==> config.mk <==
export PLATFORM = sky130hd
export DESIGN_NAME = imem_load_ctrl
export DESIGN_NICKNAME = d
export VERILOG_FILES = /design/src/rtl/imem_pkg.sv /design/src/rtl/imem_load_ctrl.sv
export SDC_FILE = /design/constraint.sdc
export NUM_CORES = 1
export LEC_CHECK = 0
export BUFFER_PORTS_ARGS = -buffer_cell sky130_fd_sc_hd__buf_2
export CAP_MARGIN = 20
export CORE_UTILIZATION = 35
export DETAILED_ROUTE_END_ITERATION = 6
export PLACE_DENSITY = 0.73
export SLEW_MARGIN = 30
export SYNTH_ARGS = -nofsm -noshare
export SYNTH_HDL_FRONTEND = slang
export SYNTH_SLANG_ARGS = --single-unit
==> constraint.sdc <==
create_clock -name clk -period 1.65 [get_ports clk]
set_input_delay 0.2475 -clock clk [delete_from_list [all_inputs] [get_ports clk]]
set_output_delay 0.2475 -clock clk [all_outputs]
set_load 0.02 [all_outputs]
==> src/rtl/imem_pkg.sv <==
// -----------------------------------------------------------------------------
// imem_pkg
// Shared definitions for the instruction-memory load controller:
//   - default memory depth (32-bit words) and matching word-address width
//   - controller state encoding
//   - helper that flags a fetch PC that is not word aligned
// -----------------------------------------------------------------------------
package imem_pkg;

    localparam int IMEM_DEPTH_DEFAULT = 64;
    localparam int IMEM_AW_DEFAULT    = 6;

    typedef enum logic [1:0] {
        ST_LOAD = 2'd0,   // accepting image words from the loader
        ST_RUN  = 2'd1,   // image in place, CPU fetching
        ST_ERR  = 2'd2    // image overflowed the memory; held until reset
    } imem_state_e;

    // A fetch PC must point at a whole 32-bit word.
    function automatic logic pc_misaligned(input logic [1:0] pc_lsb);
        return pc_lsb != 2'b00;
    endfunction

endpackage

==> src/rtl/imem_load_ctrl.sv <==
// -----------------------------------------------------------------------------
// imem_load_ctrl
// Boot-time loader for an external instruction memory. A streaming loader
// pushes an image one word per cycle (valid/ready); each accepted word is
// written at the next free word address. When the word flagged ld_last has
// been written the CPU is released and the memory address port follows the
// CPU fetch PC. An image longer than the memory drops into a sticky error
// state. A misaligned fetch PC while running raises the sticky err flag.
//
// Optional feature (macro IMEM_RELOAD_EN): reload_req while running returns
// the controller to LOAD so a fresh image can be written from word 0.
// Without the macro reload_req is ignored.
//
// Parameters
//   DEPTH      memory depth in 32-bit words (power of two)
//   AW         word-address width, log2(DEPTH)
// Ports
//   clk        single clock, rising edge
//   reset      asynchronous active-low reset
//   ld_valid   loader word valid
//   ld_ready   controller accepts a loader word (registered)
//   ld_data    instruction word to store
//   ld_last    final word of the image
//   cpu_pc     CPU byte-address fetch PC
//   cpu_stall  CPU must hold its PC (registered)
//   mem_we     memory write enable (registered)
//   mem_addr   memory word address: write address while loading, cpu_pc
//              word index (combinational) while running
//   mem_wdata  memory write data (registered)
//   boot_done  image loaded and CPU running (registered)
//   err        sticky overflow / misaligned-fetch error (registered)
//   reload_req request a new image load (IMEM_RELOAD_EN only)
// -----------------------------------------------------------------------------
module imem_load_ctrl
    import imem_pkg::*;
#(
    parameter int DEPTH = IMEM_DEPTH_DEFAULT,
    parameter int AW    = IMEM_AW_DEFAULT
) (
    input  logic          clk,
    input  logic          reset,
    input  logic          ld_valid,
    output logic          ld_ready,
    input  logic [31:0]   ld_data,
    input  logic          ld_last,
    input  logic [31:0]   cpu_pc,
    output logic          cpu_stall,
    output logic          mem_we,
    output logic [AW-1:0] mem_addr,
    output logic [31:0]   mem_wdata,
    output logic          boot_done,
    output logic          err,
    input  logic          reload_req
);

    // Word index of the last slot in the memory.
    localparam logic [AW:0] LAST_WORD = (AW+1)'(DEPTH - 1);

    imem_state_e   state;
    logic [AW:0]   wcnt;        // words accepted so far (one spare bit)
    logic          we_q;
    logic [AW-1:0] addr_q;
    logic [31:0]   wdata_q;
    logic          err_q;
    logic          boot_q;
    logic          stall_q;
    logic          ready_q;

    logic          handshake;
    logic          running;
    logic          reload_go;

    // ready_q is only ever high in LOAD; the state term keeps that explicit.
    assign handshake = ld_valid & ready_q & (state == ST_LOAD);

    // RUN is entered while the final image word is still being written; the
    // CPU is released (and the PC drives the address port) one cycle later.
    assign running = (state == ST_RUN) & ~stall_q;

`ifdef IMEM_RELOAD_EN
    assign reload_go = running & reload_req;
`else
    assign reload_go = 1'b0;
`endif

    // PC bits above the word index wrap the fetch address modulo DEPTH.
    logic unused_inputs;
    assign unused_inputs = ^{reload_req, cpu_pc[31:AW+2]};

    // NOTE: every state register is assigned with <= so all of them sample
    // the pre-edge values; blocking assignments here would create ordering
    // dependent behaviour between simulation and synthesis.
    always_ff @(posedge clk or negedge reset) begin
        if (!reset) begin
            state   <= ST_LOAD;
            wcnt    <= '0;
            we_q    <= 1'b0;
            addr_q  <= '0;
            wdata_q <= '0;
            err_q   <= 1'b0;
            boot_q  <= 1'b0;
            stall_q <= 1'b1;
            ready_q <= 1'b0;
        end else begin
            // A write lasts exactly one cycle unless a handshake re-arms it.
            we_q <= 1'b0;

            case (state)
                ST_LOAD: begin
                    ready_q <= 1'b1;
                    stall_q <= 1'b1;
                    boot_q  <= 1'b0;
                    if (handshake) begin
                        we_q    <= 1'b1;
                        addr_q  <= wcnt[AW-1:0];
                        wdata_q <= ld_data;
                        wcnt    <= wcnt + 1'b1;
                        if (ld_last) begin
                            state   <= ST_RUN;
                            ready_q <= 1'b0;
                        end else if (wcnt == LAST_WORD) begin
                            // Memory full and the image is still going.
                            state   <= ST_ERR;
                            ready_q <= 1'b0;
                            err_q   <= 1'b1;
                        end
                    end
                end

                ST_RUN: begin
                    ready_q <= 1'b0;
                    if (stall_q) begin
                        // Final image word lands this cycle; release next.
                        stall_q <= 1'b0;
                        boot_q  <= 1'b1;
                    end else begin
                        if (pc_misaligned(cpu_pc[1:0])) begin
                            err_q <= 1'b1;
                        end
                        if (reload_go) begin
                            state   <= ST_LOAD;
                            wcnt    <= '0;
                            boot_q  <= 1'b0;
                            stall_q <= 1'b1;
                            ready_q <= 1'b1;
                        end
                    end
                end

                ST_ERR: begin
                    ready_q <= 1'b0;
                    stall_q <= 1'b1;
                    boot_q  <= 1'b0;
                    err_q   <= 1'b1;
                end

                default: begin
                    // Unreachable encoding: park safely with the CPU held.
                    state   <= ST_ERR;
                    ready_q <= 1'b0;
                    stall_q <= 1'b1;
                    boot_q  <= 1'b0;
                    err_q   <= 1'b1;
                end
            endcase
        end
    end

    assign ld_ready  = ready_q;
    assign cpu_stall = stall_q;
    assign mem_we    = we_q;
    assign mem_wdata = wdata_q;
    assign boot_done = boot_q;
    assign err       = err_q;
    assign mem_addr  = running ? cpu_pc[AW+1:2] : addr_q;

endmodule

======== After elaboration in Yosys (flattened, before gate mapping) ========
Cells that the tools add are included.
W data, S select, Z words.
storage, ports and cells
  register bits after elaboration ......... 52
  bits of input ports ..................... 69
  output and inout port bits .............. 43
  word-level logic and storage cells ...... 51
operators by class
  add/sub/neg operators ................... 1
  equality and inequality tests ........... 10
  muxes and demuxes ....................... 20
  bitwise gates (word level) .............. 5
  reductions and logical operators ........ 6
operators by type and width
  operator               number
  $mux W1                14
  $ne A2 B2 Y1 const B   4
  $add A7 B1 Y7 const B  1
  $eq A7 B6 Y1 const B   1
  $mux W2                3
  $mux W6                1
  $reduce_and A5 Y1      1
  $ne A2 B1 Y1 const B   2
  $pmux W2 S2            1
  $and A1 B1 Y1          3
  $ne A3 B2 Y1 const B   1
  $reduce_and A3 Y1      1
  $eq A2 B1 Y1 const B   1
  $eq A2 B2 Y1 const B   1
  $logic_not A2 Y1       1
  $not A1 Y1             2
  $pmux W1 S2            1
  $reduce_and A2 Y1      1
  $reduce_bool A2 Y1     1
  $reduce_or A2 Y1       1

======== Longest topological paths before layout ========
  depth in word-level cells ............... 5
  gate-level depth with buffers ........... 7
  gate-level depth less buffers ........... 6

======== Worst setup path before layout ========
OpenSTA, ideal clock, no wires.
  path kind ............................... register -> output
  from .................................... register stall_q (netlist: cpu_stall)
  to ...................................... output port mem_addr[0]
  arrival time ............................ 1.236 ns
  data required time ...................... 1.402 ns
  setup slack ............................. 0.166 ns
  cell stages (with the launch flop) ...... 4
  path buffers ............................ 1
  cell sequence ........................... dfstp_2 > nand2b_1 > buf_2 > mux2_2
on the way
  longest elaborated chain between the ends .. 3
RTL lines
  element                 line                   source
  from (decl)             imem_load_ctrl.sv:66   logic stall_q;
  from (signal assigned)  imem_load_ctrl.sv:102  stall_q <= 1'b1;
  from (signal assigned)  imem_load_ctrl.sv:111  stall_q <= 1'b1;
  from (signal assigned)  imem_load_ctrl.sv:134  stall_q <= 1'b0;
  $not A1 Y1              imem_load_ctrl.sv:78   assign running = (state == ST_RUN) & ~stall_q;
  $and A1 B1 Y1           imem_load_ctrl.sv:78
  $mux W6                 imem_load_ctrl.sv:175  assign mem_addr = running ? cpu_pc[AW+1:2] : addr_q;
  to (decl)               imem_load_ctrl.sv:49   output logic [AW-1:0] mem_addr,
Every way passes these cells.

======== Worst setup path in the final report ========
  from .................................... register state[1]
  to ...................................... output port mem_addr[1]
on the way
  longest elaborated chain between the ends .. 3
RTL lines
  element                 line                   source
  from (decl)             imem_load_ctrl.sv:59   imem_state_e state;
  from (signal assigned)  imem_load_ctrl.sv:95   state <= ST_LOAD;
  from (signal assigned)  imem_load_ctrl.sv:119  state <= ST_RUN;
  from (signal assigned)  imem_load_ctrl.sv:123  state <= ST_ERR;
  $eq A2 B1 Y1            imem_load_ctrl.sv:78
  $and A1 B1 Y1           imem_load_ctrl.sv:78
  $mux W6                 imem_load_ctrl.sv:175
Every way passes these cells.

==> flow_summary_export.csv <==
group,metric,value,unit
clock_tree,htree_levels,2,
sta,grt_setup_unrepaired,"true",
sta,slew_viol_final,0,
global_routing,grtUsageMet1,18.10,%
synthesis,syn_nets,296,
power_and_ir_drop,p_leak,1.764,nW
floorplanning,ioPinCount,112,
synthesis,syn_avg_cell_area,9.507,um2
finish,syn2layout_area_growth,38.01,%
finish,drive_gt1_share,36.96,%
clock_tree,cts_sinks,52,
run_status,failed_checks,"setup timing",
power_and_ir_drop,power.share.sequential,56.9,%
clock_tree,tritoncts,"yes",
sta,setup_viol,6,
sta,final-hold-violation-count,0,
power_and_ir_drop,clkPwrFrac,37.7,%
detailed_routing,firstDrtPassIters,4,
global_routing,grt_pass1_vias,1618,
global_routing,grt_pass1_wl,7.334,mm
run_status,status,"finished with violations",
global_routing,use_met3,3.429,%
detailed_routing,drt-total-wl,4.520,mm
power_and_ir_drop,p_int,1.789,mW
global_routing,top_usage_layer,"met2",
clock_tree,cts-root-buf,"clkbuf_8",
global_routing,grtUsageMet2,26.50,%
sta,final.setup.tns,-0.8429,ns
power_and_ir_drop,ir_drop,347.8,uV
critical_path,worstSetupEndpointType,"output port",
detailed_routing,vias,1788,
sta,worstMarginPinSlew,0.2810,ns
synthesis,netlist_top_cells_area,"dfrtp_1, nand2_1, mux2_2, xnor2_1, ha_1",
critical_path,critPathArrivalTime,1.55,ns
floorplanning,dieArea,6400,um2
clock_tree,path_clk_slew,0.09,ns
floorplanning,core,5886,um2
finish,layout.nets,393,
sta,min_period,1.795,ns
floorplanning,die_w,80,um
power_and_ir_drop,p_sw_share,20.09,%
clock_tree,insertion_delay,0.29,ns
synthesis,netlist_area,2130,um2
sta,post-route-period-util,108.8,%
critical_path,startpoint_type,"flip-flop",
critical_path,crit_required,1.40,ns
global_routing,grt_max_degree,53,
placement,gp_congestion,0.7518,
synthesis,synth_top_area_share,59.93,%
detailed_routing,wire_per_inst,11.39,um
synthesis,synthCells,224,
detailed_routing,viasPerCell,4.504,
placement,hpwlAfterDp,3.107,mm
detailed_routing,drc,0,
power_and_ir_drop,power.density,761.9,nW/um2
critical_path,path_max_fanout,5,
synthesis,synth_cell_types,27,
synthesis,seq_area_frac_synth,61.16,%
global_routing,track_usage,14.94,%
power_and_ir_drop,finalPower,2.239,mW
synthesis,ys_warn_count,0,
sta,slew_headroom,81.26,%
critical_path,critical_path_class,"flip-flop to output port",
finish,antenna_cells,0,
job,drv_cap,0,
power_and_ir_drop,combPwrFrac,5.4,%
floorplanning,rows,28,
synthesis,yosys.area.top_type,"dfrtp_1",
global_routing,overflow,0,
worst_hold_path,hold_class,"input pin to flip-flop",
global_routing,antenna_found_initial,0,
clock_tree,cts_buffers,5,
finish,mostFrequentLayoutCell,"nand2_1",
floorplanning,die_y,80,um
clock_tree,clockBufferDepth,2,
placement,portBuffers,86,
power_and_ir_drop,switching_power,0.4499,mW
synthesis,ys_seq_elements,52,
sta,setup_slack,-0.1455,ns
detailed_routing,dr.first_iter.drc_count,93,
detailed_routing,ant_nets,0,
floorplanning,start_util,36.18,%
sta,skew,0.007162,ns
finish,final_cell_mix,"nand2_1, buf_2, dfrtp_1, buf_6, buf_4",
sta,fmax,557.0,MHz
Yosys cell counts, drive strengths merged:
| cell | count |
|---|---|
| a31oi | 2 |
| and3 | 2 |
| buf | 6 |
| clkbuf | 3 |
| dfrtp | 51 |
| dfstp | 1 |
| ha | 3 |
| inv | 6 |
| mux2 | 6 |
| nand2 | 119 |
| nand2b | 2 |
| nand3 | 2 |
| nand4 | 5 |
| nand4b | 1 |
| nor2 | 3 |
| o211ai | 1 |
| o21bai | 1 |
| o311a | 1 |
| o31a | 1 |
| o31ai | 1 |
| or2 | 1 |
| xnor2 | 5 |
| xor2 | 1 |
cells by family (layout without fill, tap and decap cells):
logic type	after synthesis	count (layout)	share of synthesized area, %
and+or+nand+nor	135	135	25.91
DFF	52	52	61.16
buffers and inverters	15	113	2.996
AOI/OAI and AO/OA	7	7	2.527
xor gates and xnor gates	6	6	2.468
muxes	6	6	3.173
adders and majority gates	3	3	1.763
area by class of cell:
type | count | area [um2]
clock buffer | 6 | 72.57
clock inverter | 2 | 35.03
fill | 580 | 2947
inverter | 6 | 25.02
multi-input combinational | 157 | 802.0
sequential | 52 | 1303
tap | 75 | 93.84
timing repair buffer | 99 | 608.1
power groups by stage:
stage / combinational, mW / sequential, mW / clock [mW]
final: 0.122 / 1.27 / 0.844
after global routing: 0.134 / 1.27 / 0.948
after CTS: 0.125 / 1.27 / 0.894
after detailed placement: 0.108 / 1.30 / 0
after global placement: 0.106 / 1.30 / 0
after floorplan: 0.0192 / 1.30 / 0
registers in the layout, summed over array words and instances (netlist names):
signal,cells
mem_we,1
addr_q,6
mem_wdata,32
ld_ready,1
state,2
boot_done,1
wcnt,7
err,1
cpu_stall,1
per-stage QoR:
| step | worst slack, ns | instance area, um2 | hold WS (ns) | util, % | std cells |
|---|---|---|---|---|---|
| after detailed placement | 0.03028 | 2698 | 0.2676 | 45.83 | 384 |
| after global placement | 0.06477 | 2698 | 0.2615 | 45.83 | 384 |
| after global routing | -0.2136 | 2939 | 0.1304 | 49.94 | 397 |
| after CTS | -0.1749 | 2918 | 0.1236 | 49.57 | 396 |
| after floorplan | 0.1664 | 2130 | -0.04809 | - | 224 |
| final | -0.1455 | 2939 | 0.1359 | 49.94 | 397 |
critical path, stage by stage, from the launching register on:
cell and delay, ns:
dfrtp_1 0.40, inv_2 0.08, ha_4 0.14, nand2b_4 0.06, buf_6 0.14, mux2_4 0.30
buf_6 0.13
per-layer routing:
| layer | vias to the layer above | part of all wire (%) |
|---|---|---|
| li1 | 897 | - |
| met1 | 830 | 44 |
| met2 | 59 | 51 |
| met3 | 2 | 4.9 |
| met4 | 0 | 0.33 |
| met5 | - | 0 |
path summary, 6_finish.rpt:
path / end / startpoint / depth (start not counted) / slack, ns
worst max-delay path: mem_addr[1] / state[1] / 6 / -0.15
worst min-delay path: mem_wdata[19] / ld_data[19] / 3 / 0.14
worst max register to register: wcnt[6] / state[1] / 8 / 0.09
worst min register to register: wcnt[6] / wcnt[6] / 1 / 0.47
max in group asynchronous: cpu_stall / reset / 3 / 0.92
min in group asynchronous: err / reset / 3 / 0.46
timing repair:
action                                  in CTS  in global routing
hold buffers                                 1                  0
endpoints found under the setup margin       6                  9
gates resized for setup                     22                  4
pin swaps                                    1                  1
hold endpoints to repair                    51                  0
buffers inserted                             3                  1
Note: power is estimated with default switching activity, not from simulation.
